<file path="config.mk">
export PLATFORM = sky130hd
export DESIGN_NAME = planificador_paralelo_serial
export DESIGN_NICKNAME = d
export VERILOG_FILES = /design/src/rtl/planificador_paralelo_serial_pkg.sv /design/src/rtl/planificador_paralelo_serial_selector_rr.sv /design/src/rtl/planificador_paralelo_serial.sv
export SDC_FILE = /design/constraint.sdc
export NUM_CORES = 1
export LEC_CHECK = 0
export CORE_ASPECT_RATIO = 1.1
export CORE_MARGIN = 10
export CORE_UTILIZATION = 40
export CTS_BUF_LIST = sky130_fd_sc_hd__clkbuf_8
export DETAILED_ROUTE_END_ITERATION = 10
export PLACE_DENSITY = 0.74
export SLEW_MARGIN = 25
export SYNTH_ARGS = -nofsm -noshare
export SYNTH_HDL_FRONTEND = slang
export SYNTH_SLANG_ARGS = --single-unit
</file>
<file path="constraint.sdc">
create_clock -name clk4f -period 2.4 [get_ports clk4f]
set_clock_uncertainty 0.2 [all_clocks]
set_input_delay 0.24 -clock clk4f [delete_from_list [all_inputs] [get_ports clk4f]]
set_output_delay 0.24 -clock clk4f [all_outputs]
set_load 0.02 [all_outputs]
</file>
<file path="src/rtl/planificador_paralelo_serial_pkg.sv">
// Shared definitions for the paralelo -> serial lane scheduler: state encodings,
// comma/idle word and word formatting helper.
package planificador_paralelo_serial_pkg;

    localparam int WORD_W = 9;
    localparam int IDX_W  = 3;

    localparam logic [7:0]        COM       = 8'hBC;
    localparam logic [WORD_W-1:0] IDLE_WORD = {1'b0, COM};

    typedef enum logic [1:0] {
        INICIO = 2'b00,
        SYNC   = 2'b01,
        ACTIVO = 2'b10,
        PAUSA  = 2'b11
    } estado_t;

    function automatic logic [WORD_W-1:0] palabra_valida(input logic [7:0] dato);
        return {1'b1, dato};
    endfunction

endpackage

</file>
<file path="src/rtl/planificador_paralelo_serial_selector_rr.sv">
// Combinational round-robin picker: lowest valid index at or after ptr_i, wrapping.
// The request vector is rotated so the scan always runs over constant indices.
module planificador_paralelo_serial_selector_rr
    import planificador_paralelo_serial_pkg::*;
#(
    parameter int N_REQ = 4
) (
    input  logic [N_REQ-1:0] req_valid_i,
    input  logic [IDX_W-1:0] ptr_i,
    output logic [N_REQ-1:0] grant_o,
    output logic [IDX_W-1:0] idx_o,
    output logic             any_o
);

    logic [2*N_REQ-1:0] valid_dbl_s;
    logic [2*N_REQ-1:0] grant_dbl_s;
    logic [N_REQ-1:0]   valid_rot_s;
    logic [N_REQ-1:0]   grant_rot_s;
    logic               found_s;
    logic               hit_s;

    // Rotate requests so that bit 0 corresponds to the pointer position.
    always_comb begin
        valid_dbl_s = {req_valid_i, req_valid_i} >> ptr_i;
        valid_rot_s = valid_dbl_s[N_REQ-1:0];
    end

    // First-set scan over the rotated vector; hits map back to (ptr+k) mod N_REQ.
    always_comb begin
        grant_rot_s = '0;
        idx_o       = '0;
        found_s     = 1'b0;
        hit_s       = 1'b0;
        for (int k = 0; k < N_REQ; k++) begin
            hit_s          = !found_s && valid_rot_s[k];
            grant_rot_s[k] = hit_s;
            idx_o          = hit_s ? IDX_W'((int'(ptr_i) + k) % N_REQ) : idx_o;
            found_s        = found_s | hit_s;
        end
        any_o = found_s;
    end

    // Rotate the one-hot grant back into requester order.
    always_comb begin
        grant_dbl_s = {grant_rot_s, grant_rot_s} << ptr_i;
        grant_o     = grant_dbl_s[2*N_REQ-1:N_REQ];
    end

endmodule

</file>
<file path="src/rtl/planificador_paralelo_serial.sv">
// Sequencer/arbiter sharing one serializer lane among N_REQ packet sources, with
// a COM preamble after reset or pause and periodic COM insertion while active.
module planificador_paralelo_serial
    import planificador_paralelo_serial_pkg::*;
#(
    parameter int N_REQ  = 4,
    parameter int N_SYNC = 4,
    parameter int P_COM  = 64
) (
    input  logic                 clk4f,
    input  logic                 reset_L,
    input  logic                 habilitar,
    input  logic [N_REQ-1:0]     req_valid,
    input  logic [8*N_REQ-1:0]   req_data,
    input  logic [N_REQ-1:0]     req_last,
    output logic [N_REQ-1:0]     req_ready,
    output logic [WORD_W-1:0]    paralelo,
    output logic [IDX_W-1:0]     grant_id,
    output logic [1:0]           estado,
    output logic                 sync_listo
);

    localparam int               CW       = $clog2(P_COM);
    localparam logic [CW-1:0]    COM_ULT  = CW'(P_COM - 1);
    localparam logic [3:0]       SYNC_ULT = 4'(N_SYNC - 1);

    estado_t             estado_q,    estado_d;
    logic [3:0]          sync_cnt_q,  sync_cnt_d;
    logic [CW-1:0]       com_cnt_q,   com_cnt_d;
    logic [IDX_W-1:0]    ptr_q,       ptr_d;
    logic [IDX_W-1:0]    owner_q,     owner_d;
    logic                owner_vld_q, owner_vld_d;
    logic [IDX_W-1:0]    grant_q,     grant_d;
    logic [WORD_W-1:0]   paralelo_q,  paralelo_d;

    logic [N_REQ-1:0]    sel_grant_s;
    logic [IDX_W-1:0]    sel_idx_s;
    logic                sel_any_s;
    logic                force_com_s;
    logic [N_REQ-1:0]    owner_oh_s;
    logic [N_REQ-1:0]    ready_s;
    logic [N_REQ-1:0]    acc_oh_s;
    logic                accept_s;
    logic [IDX_W-1:0]    acc_idx_s;
    logic                acc_last_s;
    logic [7:0]          acc_data_s;

    planificador_paralelo_serial_selector_rr #(
        .N_REQ (N_REQ)
    ) u_selector_rr (
        .req_valid_i (req_valid),
        .ptr_i       (ptr_q),
        .grant_o     (sel_grant_s),
        .idx_o       (sel_idx_s),
        .any_o       (sel_any_s)
    );

    // The maintenance COM slot outranks any acceptance in that cycle.
    assign force_com_s = (estado_q == ACTIVO) && (com_cnt_q == COM_ULT);

    // Current owner as a one-hot mask.
    always_comb begin
        owner_oh_s = '0;
        for (int i = 0; i < N_REQ; i++) begin
            owner_oh_s[i] = (owner_q == IDX_W'(i));
        end
    end

    // Ready: owner only while a packet is in flight; new grants need habilitar.
    always_comb begin
        ready_s = '0;
        if ((estado_q == ACTIVO) && !force_com_s) begin
            if (owner_vld_q) begin
                ready_s = owner_oh_s & req_valid;
            end else if (habilitar && sel_any_s) begin
                ready_s = sel_grant_s;
            end else begin
                ready_s = '0;
            end
        end else begin
            ready_s = '0;
        end
    end

    // Decode the accepted word (at most one ready bit is ever set).
    always_comb begin
        acc_oh_s   = ready_s & req_valid;
        accept_s   = |acc_oh_s;
        acc_idx_s  = '0;
        acc_last_s = 1'b0;
        acc_data_s = '0;
        for (int i = 0; i < N_REQ; i++) begin
            acc_idx_s  = acc_oh_s[i] ? IDX_W'(i) : acc_idx_s;
            acc_last_s = acc_last_s | (acc_oh_s[i] & req_last[i]);
            acc_data_s = acc_data_s | ({8{acc_oh_s[i]}} & req_data[8*i +: 8]);
        end
    end

    // Next-state: ownership/pointer bookkeeping, output word and FSM.
    always_comb begin
        estado_d    = estado_q;
        sync_cnt_d  = '0;
        com_cnt_d   = '0;
        ptr_d       = ptr_q;
        owner_d     = owner_q;
        owner_vld_d = owner_vld_q;
        grant_d     = grant_q;
        paralelo_d  = IDLE_WORD;

        if (accept_s) begin
            paralelo_d = palabra_valida(acc_data_s);
            grant_d    = acc_idx_s;
            if (acc_last_s) begin
                owner_vld_d = 1'b0;
                ptr_d       = (acc_idx_s == IDX_W'(N_REQ - 1)) ? '0 : acc_idx_s + IDX_W'(1);
            end else begin
                owner_vld_d = 1'b1;
                owner_d     = acc_idx_s;
            end
        end else begin
            paralelo_d = IDLE_WORD;
        end

        case (estado_q)
            INICIO: begin
                estado_d = SYNC;
            end
            SYNC: begin
                if (sync_cnt_q == SYNC_ULT) begin
                    estado_d = ACTIVO;
                end else begin
                    sync_cnt_d = sync_cnt_q + 4'd1;
                end
            end
            ACTIVO: begin
                // Pause only at a packet boundary, including the one created by this cycle's last word.
                if (!habilitar && !owner_vld_d) begin
                    estado_d = PAUSA;
                end else begin
                    com_cnt_d = force_com_s ? '0 : com_cnt_q + CW'(1);
                end
            end
            PAUSA: begin
                if (habilitar) begin
                    estado_d = SYNC;
                end else begin
                    estado_d = PAUSA;
                end
            end
            default: begin
                estado_d = INICIO;
            end
        endcase
    end

    // State registers with asynchronous active-low reset.
    always_ff @(posedge clk4f or negedge reset_L) begin
        if (!reset_L) begin
            estado_q    <= INICIO;
            sync_cnt_q  <= '0;
            com_cnt_q   <= '0;
            ptr_q       <= '0;
            owner_q     <= '0;
            owner_vld_q <= 1'b0;
            grant_q     <= '0;
            paralelo_q  <= IDLE_WORD;
        end else begin
            estado_q    <= estado_d;
            sync_cnt_q  <= sync_cnt_d;
            com_cnt_q   <= com_cnt_d;
            ptr_q       <= ptr_d;
            owner_q     <= owner_d;
            owner_vld_q <= owner_vld_d;
            grant_q     <= grant_d;
            paralelo_q  <= paralelo_d;
        end
    end

    assign req_ready  = ready_s;
    assign paralelo   = paralelo_q;
    assign grant_id   = grant_q;
    assign estado     = estado_q;
    assign sync_listo = (estado_q == ACTIVO);

endmodule

</file>
==> out/results.txt <==
Outcome: finished clean
Post-Route WL: 5.170 mm
Core footprint: 3712 µm²
DR pass1 iterations: 5
Clock-pin slew on the worst setup and hold paths: 0.10 ns
Post-synthesis register bit count: 28
Clock Sinks: 28
Worst-skew pair later-pin latency: 0.28 ns
R2R depth: 7
Pwr/cell area: 743.7 nW/µm²
Vias post-DR: 1585
First-pass GRT wire length: 8.355 mm
Post-synthesis sequential area ratio: 44.98%
Synth top area cells: dfrtp_1, dfstp_2, a22oi_1
Post-synth top cells: dfrtp_1, nand2_1, a22oi_1, nor2_1, nand3_1
Area grow syn2layout: 61.94%
Highest-delay cell along the critical path: or4_1
I/O Buffers: 60
Tot GR Track Use: 15.05%
Die Footprint: 6839 µm²
Final Cell Area: 2545 µm²
Critical path origin: ptr_q[1]$_DFFE_PN0P_
Comb pwr share: 43.2%
Largest net degree at the start of global routing: 29
I/O pin count: 62
Cell taking the most area after synthesis: dfrtp_1
Syn Area/Cell: 9.946 µm²
Peak VDD IR: 311.1 µV
Distinct cells, synth: 48
Antenna violations before repair: 0
Overflow after GRT: 0
CTS Buf Count: 3
RSZ-0062 raised after global routing: yes
HP Class: in2async
Final Slew Violations: 0
Reg2Reg Setup Slack: 0.04 ns
Placed cell areas: 2395 µm²
Die H: 85.74 µm
RR Startpoint: ptr_q[1]$_DFFE_PN0P_
Die width: 79.76 µm
Final HPWL DP: 4.140 mm
Syn Nets: 204
Max Cap Viol: 0
Critical Path, Cell by Cell: nor3b_4 > nor3b_1 > a31oi_1 > nor2_2 > buf_4 > or4_1 > and2_1
Max incr delay on CP: 0.52 ns
Post-synth top area share: 36.62%
Clock root cell: clkbuf_8
Worst setup SP type: flip-flop
Worst reg2reg endpoint: owner_vld_q$_DFF_PN0_
Core Util, Final: 68.55%
Switching power total: 660.1 µW
Worst EP arrival: 2.34 ns
Initial DRC Count: 120
Sw Share: 34.88%
Fillers: 287
Worst Path Required: 2.38 ns
WL/cell: 17.53 µm
Clock share of power: 19.9%
H-tree depth: 1
CP Capture Type: flip-flop
Ys flop type: dfrtp_1
Fin nets: 292
Setup Crit Path Kind: reg2reg
Post-route ant nets: 0
Post-synth ARST share: 100.0%
Hold Buf Count CTS: 0
Leakage: 1.069 nW
Initial Utilization: 42.33%
# DRC: 0
Number of global-route vias before repair: 1789
Row count: 23
Final hold vios: 0
Synth warnings: 0
Period utilisation layout: 98.29%
CTS tree: built
Cell Area, Synth: 1572 µm²
Internal: 1.233 mW
Min cycle time layout: 2.359 ns
Bufs on Longest Clock Path: 2
GPL Wtd Cong: 0.8891
Max Fclk: 423.9 MHz
Reg power frac: 36.9%
Top-count cell post-synth: dfrtp_1
Cells after Synth: 158
EDFF count, synth: 0
Via density: 5.373
Final Setup Violations: 0
Share of cells above drive strength 1: 26.94%
Antenna cells: 0
CP max FO: 8
## logic make-up after synthesis
family / share of synthesized area [%]
simple gates: 20.54
compound gates: 23.57
flops: 44.98
buf+inv: 4.060
xor+xnor: 2.787
fa+ha+maj: 2.389
mux: 1.433
other cells: 0.2386
## metal layers
layer | GRT usage [%] | up-vias | wire length, µm
li1 | - | 753 | -
met1 | 14.33 | 755 | 1931
met2 | 26.58 | 71 | 2554
met3 | 8.559 | 6 | 628
met4 | 4.968 | 0 | 56
met5 | 0 | - | 0
## final cells by class
cell class	count	area [µm²]	area share, %
clock inverter	1	30.03	1.180
inverter	6	22.52	0.8850
timing repair buffer	91	830.8	32.65
sequential	28	711.9	27.97
clock buffer	3	41.29	1.622
multi-input combinational	116	845.8	33.24
tap	50	62.56	2.458
## what timing repair did
item / CTS / global route
endpoints found under the hold margin: 0 / 0
pin swaps: 0 / 5
setup buffers: 0 / 5
endpoints found under the setup margin: 6 / 16
resized for setup: 12 / 11
## state kept, by name, indices dropped and copies added, names as in the netlist
register / flops
estado: 2
owner_q: 2
owner_vld_q: 1
ptr_q: 2
sync_cnt_q: 4
grant_id: 2
paralelo: 9
com_cnt_q: 6
## power by group through the flow
| stage | Sequential, mW | Clock [mW] | Combinational, mW |
|---|---|---|---|
| floorplan | 0.727 | 0 | 0.361 |
| global placement | 0.689 | 0 | 0.712 |
| detailed placement | 0.699 | 0 | 0.739 |
| CTS | 0.692 | 0.384 | 0.750 |
| global route | 0.710 | 0.397 | 0.887 |
| finish | 0.698 | 0.377 | 0.818 |
## how the worst max path moves through the flow
stage	end	slack [ns]
after floorplan	ptr_q[1]$_DFFE_PN0P_	0.01
after global placement	ptr_q[1]$_DFFE_PN0P_	-0.23
after detailed placement	ptr_q[1]$_DFFE_PN0P_	-0.32
after CTS	owner_vld_q$_DFF_PN0_	0.01
after global routing	owner_vld_q$_DFF_PN0_	-0.09
final	owner_vld_q$_DFF_PN0_	0.04
## metrics by stage
stage	worst slack, ns	power [mW]	cells	hold slack (ns)	TNS, ns
2_1_floorplan	0.01393	1.088	158	-0.2556	0
3_3_place_gp	-0.2276	1.401	286	0.2564	-3.239
3_5_place_dp	-0.3216	1.439	286	0.2640	-5.184
4_1_cts	0.01252	1.825	290	0.1548	0
5_1_grt	-0.09007	1.993	295	0.1929	-0.2284
6_report	0.04093	1.893	295	0.1394	0
## cells in the final DEF (no fill, tap or decap), types with 3 or more instances in the layout
cell,instances
a21oi_1,3
a222oi_1,3
a22oi_1,10
a31oi_1,6
buf_4,32
clkbuf_8,3
clkdlybuf4s50_1,54
dfrtp_1,19
dfrtp_2,4
dfstp_2,5
dlygate4sd2_1,3
inv_1,6
nand2_1,14
nand2b_1,3
nand3_1,9
nor2_1,8
nor2_2,3
nor2b_1,3
nor3_1,5
o21ai_0,3
xnor2_1,3
## worst max-delay path: cells and delay by family (launching register included)
kind | cells | cell delay [ns]
and+or+nand+nor | 5 | 1.09
DFF | 1 | 0.49
AOI/OAI and AO/OA | 1 | 0.32
buffers and inverters | 1 | 0.16
Note: power is estimated with default switching activity, not from simulation.
